===== src/rtl/data_memory_arbiter.sv =====
// data_memory_arbiter
// Shares one single-port data memory between the CPU datapath and the debug
// unit. At most one access is granted per clock. The CPU has fixed priority,
// but a debug request is forced through after STARVE_LIMIT consecutive CPU
// wins. Read data is returned one cycle after the accepting ack to whichever
// requester issued the read.
//
// Ports:
//   clk, rst_n                     clock, synchronous active-low reset
//   cpu_req/write/addr/wdata       CPU request, held stable until cpu_ack
//   cpu_ack                        CPU request accepted this cycle (comb.)
//   cpu_rdata, cpu_rvalid          CPU read return
//   dbg_req/write/addr/wdata       debug request, held stable until dbg_ack
//   dbg_ack                        debug request accepted this cycle (comb.)
//   dbg_rdata, dbg_rvalid          debug read return
//   mem_write, mem_addr, mem_wdata memory drive
//   mem_rdata                      memory read data (address latched last edge)
module data_memory_arbiter #(
  parameter int DATA_WIDTH   = 16,
  parameter int ADDR_WIDTH   = 11,
  parameter int STARVE_LIMIT = 4
) (
  input  logic                  clk,
  input  logic                  rst_n,
  input  logic                  cpu_req,
  input  logic                  cpu_write,
  input  logic [ADDR_WIDTH-1:0] cpu_addr,
  input  logic [DATA_WIDTH-1:0] cpu_wdata,
  output logic                  cpu_ack,
  output logic [DATA_WIDTH-1:0] cpu_rdata,
  output logic                  cpu_rvalid,
  input  logic                  dbg_req,
  input  logic                  dbg_write,
  input  logic [ADDR_WIDTH-1:0] dbg_addr,
  input  logic [DATA_WIDTH-1:0] dbg_wdata,
  output logic                  dbg_ack,
  output logic [DATA_WIDTH-1:0] dbg_rdata,
  output logic                  dbg_rvalid,
  output logic                  mem_write,
  output logic [ADDR_WIDTH-1:0] mem_addr,
  output logic [DATA_WIDTH-1:0] mem_wdata,
  input  logic [DATA_WIDTH-1:0] mem_rdata
);

  localparam int CNT_W = $clog2(STARVE_LIMIT + 1);

  // Grant decode states (combinational, re-evaluated every cycle)
  localparam logic [1:0] IDLE      = 2'd0;
  localparam logic [1:0] GRANT_CPU = 2'd1;
  localparam logic [1:0] GRANT_DBG = 2'd2;

  logic [1:0]       grant_state;
  logic [CNT_W-1:0] starve_cnt_reg;
  logic [CNT_W-1:0] starve_cnt_next;
  logic             rd_pending_reg;
  logic             rd_pending_next;
  logic             rd_owner_reg;   // 0 = CPU, 1 = debug
  logic             rd_owner_next;
  logic             starve_hit;

  assign starve_hit = (starve_cnt_reg == CNT_W'(STARVE_LIMIT));

  // Nothing is granted while reset is asserted, so no write can slip through.
  always_comb begin
    grant_state = IDLE;
    if (rst_n) begin
      if (cpu_req && !(dbg_req && starve_hit)) begin
        grant_state = GRANT_CPU;
      end else if (dbg_req) begin
        grant_state = GRANT_DBG;
      end
    end
  end

  assign cpu_ack = (grant_state == GRANT_CPU);
  assign dbg_ack = (grant_state == GRANT_DBG);

  // Idle cycles still present cpu_addr; the memory latches it harmlessly.
  always_comb begin
    mem_write = 1'b0;
    mem_addr  = cpu_addr;
    mem_wdata = cpu_wdata;
    case (grant_state)
      GRANT_CPU: begin
        mem_write = cpu_write;
        mem_addr  = cpu_addr;
        mem_wdata = cpu_wdata;
      end
      GRANT_DBG: begin
        mem_write = dbg_write;
        mem_addr  = dbg_addr;
        mem_wdata = dbg_wdata;
      end
      default: begin
        mem_write = 1'b0;
      end
    endcase
  end

  // Count CPU wins only while debug is actually waiting; saturate at the limit.
  always_comb begin
    starve_cnt_next = starve_cnt_reg;
    if (!dbg_req || dbg_ack) begin
      starve_cnt_next = '0;
    end else if (cpu_ack && !starve_hit) begin
      starve_cnt_next = starve_cnt_reg + CNT_W'(1);
    end
  end

  assign rd_pending_next = (cpu_ack && !cpu_write) || (dbg_ack && !dbg_write);
  assign rd_owner_next   = dbg_ack;

  always_ff @(posedge clk) begin
    if (!rst_n) begin
      starve_cnt_reg <= '0;
      rd_pending_reg <= 1'b0;
      rd_owner_reg   <= 1'b0;
    end else begin
      starve_cnt_reg <= starve_cnt_next;
      rd_pending_reg <= rd_pending_next;
      rd_owner_reg   <= rd_owner_next;
    end
  end

  // Read return is a pure pass-through of the memory output; the strobe is
  // also gated by rst_n so a read accepted just before reset never returns.
  assign cpu_rvalid = rst_n && rd_pending_reg && !rd_owner_reg;
  assign dbg_rvalid = rst_n && rd_pending_reg &&  rd_owner_reg;
  assign cpu_rdata  = mem_rdata;
  assign dbg_rdata  = mem_rdata;

endmodule


===== config.mk =====
export PLATFORM = sky130hd
export DESIGN_NAME = data_memory_arbiter
export DESIGN_NICKNAME = d
export VERILOG_FILES = /design/src/rtl/data_memory_arbiter.sv
export SDC_FILE = /design/constraint.sdc
export NUM_CORES = 1
export LEC_CHECK = 0
export CORE_MARGIN = 4
export CORE_UTILIZATION = 25
export DETAILED_ROUTE_END_ITERATION = 8
export HOLD_SLACK_MARGIN = 0.06
export MAX_ROUTING_LAYER = met4
export PLACE_DENSITY_LB_ADDON = 0.3
export SLEW_MARGIN = 20
export SYNTH_ARGS = -nofsm -noshare
export SYNTH_HDL_FRONTEND = slang
export SYNTH_SLANG_ARGS = --single-unit

===== constraint.sdc =====
create_clock -name clk -period 2.45 [get_ports clk]
set_input_delay 0.49 -clock clk [delete_from_list [all_inputs] [get_ports clk]]
set_output_delay 0.49 -clock clk [all_outputs]
set_load 0.02 [all_outputs]

==> flow_summary.yaml <==
run:
  cap_violations: 0
timing:
  fmax_mhz: 422
  tightestPinTransition_ns: 0.281
  rsz0062_at_grt: "no"
  maxSlewHeadroom_pct: 81.2
  fin_skew_ns: 0.00150
  fin_crit_ns: 2.37
  hold_violations: 0
  finalCritPeriodShare_pct: 96.8
  maxSlewViolCount: 0
  setup_viol: 0
  fin_ws_ns: 0.0782
setup_path:
  reg2reg_depth: 9
  startpoint: "starve_cnt_reg[0]"
  crit_arrival_ns: 1.88
  crit_type: "register to output port"
  cp_data_required_time_ns: 1.96
  endpoint_kind: "output port"
  critPathCapture: "mem_wdata[5]"
  r2r-start: "starve_cnt_reg[0]"
  r2r_slack_ns: 0.64
  cp-start-kind: "register"
  r2r-end: "starve_cnt_reg[2]"
  cp_max_fo: 7
worst_hold_path:
  hp-class: "register to register"
yosys:
  synth_most_common_cell: "buf_4"
  synth_edf_count: 0
  ys_seq_area_share_pct: 9.73
  syn_nets: 183
  yosysTopAreaCell: "mux2_4"
  netlist_instances: 102
  synthArstFlopShare_pct: 0
  synth-seq-cells: 5
  synthTopCellsByArea: "mux2_4, buf_4, dfxtp_1"
  synth_common_cells: "buf_4, mux2_4, dfxtp_1, ha_1, buf_6"
  ys_types: 24
  yosysWarningCount: 0
  ys.flop_type: "dfxtp_1"
  synth_top_area_share_pct: 35.0
  syn_avg_cell_area_um2: 10.1
  synth_area_mm2: 0.00103
placement:
  hpwlAfterDp_um: 3080
  io_buffers: 91
  dp.cells: 220
  post-place-ws_ns: -0.608
  dpl_cell_area_mm2: 0.00184
  routabilityCongestion: 0.833
pwr:
  clockPowerShare_pct: 28.5
  seqPwrFrac_pct: 15.9
  power_density_mw_per_mm2: 278
  switching_power_mw: 0.152
  comb_power_share_pct: 55.6
  vdd_drop_max_v: 0.000255
  swShare_pct: 28.7
  internal_power_mw: 0.378
  p_leak_nw: 0.842
cts:
  cts-hold-fix-buffers: 0
  htree_num_levels: 1
  root_buffer: "clkbuf_8"
  numCtsBuffers: 3
  cts_tree: "yes"
  cts_buffer_depth: 2
  clk_latency_ns: 0.22
  path_clk_slew_ns: 0.03
  cts.sinks: 5
cells_and_area:
  nets: 262
  fillers: 370
  fin_cells: 230
  layout-drive-gt1-share_pct: 50.6
  final_area_mm2: 0.00191
  multi_input_area_um2: 699
  largest_register_ff_count: 3
  regArea_um2: 103
  n_antenna_cell: 0
  area_growth_pct: 85.3
global_routing:
  grt_pass1_vias: 1171
  overflow: 0
  grtUsageTotal_pct: 14.3
  antenna_found_initial: 0
  grt_start_max_net_pins: 12
  grt_pass1_wl_um: 5690
route:
  num_vias: 1039
  wl_um: 3890
  drcViolationCount: 0
  drtPass1Iterations: 2
  routedWlPerCell_um: 16.9
  antenna_left: 0
  via_per_inst: 4.52
  drt_iter0_markers: 28
die:
  die_h_um: 72.1
  fp-row-count: 23
  start_util_pct: 25.7
  die_w_um: 72.1
  coreArea_mm2: 0.00400
  pin_count: 140
  dieArea_mm2: 0.00520
run_status:
  status: "finished clean"
power groups by stage:
stage	Sequential [mW]	Combinational [mW]	Clock [mW]
final	0.0845	0.295	0.151
after CTS	0.0845	0.298	0.155
after detailed placement	0.0854	0.308	0
after floorplan	0.0855	0.201	0
after global routing	0.0846	0.310	0.161
after global placement	0.0854	0.302	0
kinds of logic (layout without fill, tap and decap cells):
logic type,after synthesis,count (layout),synth area share (%)
AO/OA/AOI/OAI,6,6,3.89
adder cells (fa/ha/maj),5,5,6.08
buffers and inverters,39,117,29.0
flip-flops,5,5,9.73
multiplexers,29,29,40.3
AND/OR/NAND/NOR,18,18,11.1
layout by cell type (no fill, tap or decap), drive strengths merged, types with 3 or more instances in the layout:
| cell | count |
|---|---|
| ha | 5 |
| clkbuf | 8 |
| clkdlybuf4s50 | 58 |
| mux2 | 27 |
| buf | 46 |
| nand2 | 3 |
| nand4b | 3 |
| dfxtp | 5 |
area by class of cell:
| class | count | area share, % |
|---|---|---|
| Timing Repair Buffer | 111 | 51.9 |
| Multi-Input combinational cell | 58 | 36.7 |
| Inverter | 2 | 0.394 |
| Clock buffer | 4 | 2.36 |
| Tap cell | 50 | 3.28 |
| Sequential cell | 5 | 5.38 |
metrics by stage:
| stage | TNS (ns) | power [mW] | utilization [%] | hold slack, ns |
|---|---|---|---|---|
| 2_1_floorplan | 0 | 0.287 | - | 0.489 |
| 3_3_place_gp | -15.98 | 0.388 | 46.1 | 0.539 |
| 3_5_place_dp | -16.94 | 0.393 | 46.1 | 0.562 |
| 4_1_cts | 0 | 0.537 | 48.0 | 0.587 |
| 5_1_grt | 0 | 0.556 | 47.6 | 0.670 |
| 6_report | 0 | 0.530 | 47.6 | 0.638 |
metal layers:
metal	share of wire [%]	routed length, um	GRT usage, %	vias up
met4	0.93	36	1.25	0
met3	13	503	6.23	8
met1	37	1430	14.1	471
li1	-	-	-	481
met2	49	1930	26.6	79
met5	0	0	-	-
worst min path at each step:
stage | cells past startpoint | endpoint | startpoint
after global placement | 2 | starve_cnt_reg[2] | starve_cnt_reg[2]
after CTS | 2 | starve_cnt_reg[2] | starve_cnt_reg[2]
after floorplan | 2 | starve_cnt_reg[1] | starve_cnt_reg[1]
final | 2 | starve_cnt_reg[2] | starve_cnt_reg[2]
after detailed placement | 2 | starve_cnt_reg[2] | starve_cnt_reg[2]
after global routing | 3 | starve_cnt_reg[0] | starve_cnt_reg[0]
critical path: stages, from the launching register on:
cell and delay, ns:
dfxtp_2 0.31, inv_2 0.06, ha_4 0.17, nand2_4 0.07, a21oi_4 0.17, ha_4 0.16
bufbuf_16 0.27, mux2_4 0.29, buf_2 0.16
timing repair:
item	CTS	global route
resized for setup	134	11
endpoints found under the setup margin	32	25
setup buffers	4	1
hold endpoints to repair	0	0
gates cloned	2	0
pin swaps	3	4
(Power assumes the default switching activity.)
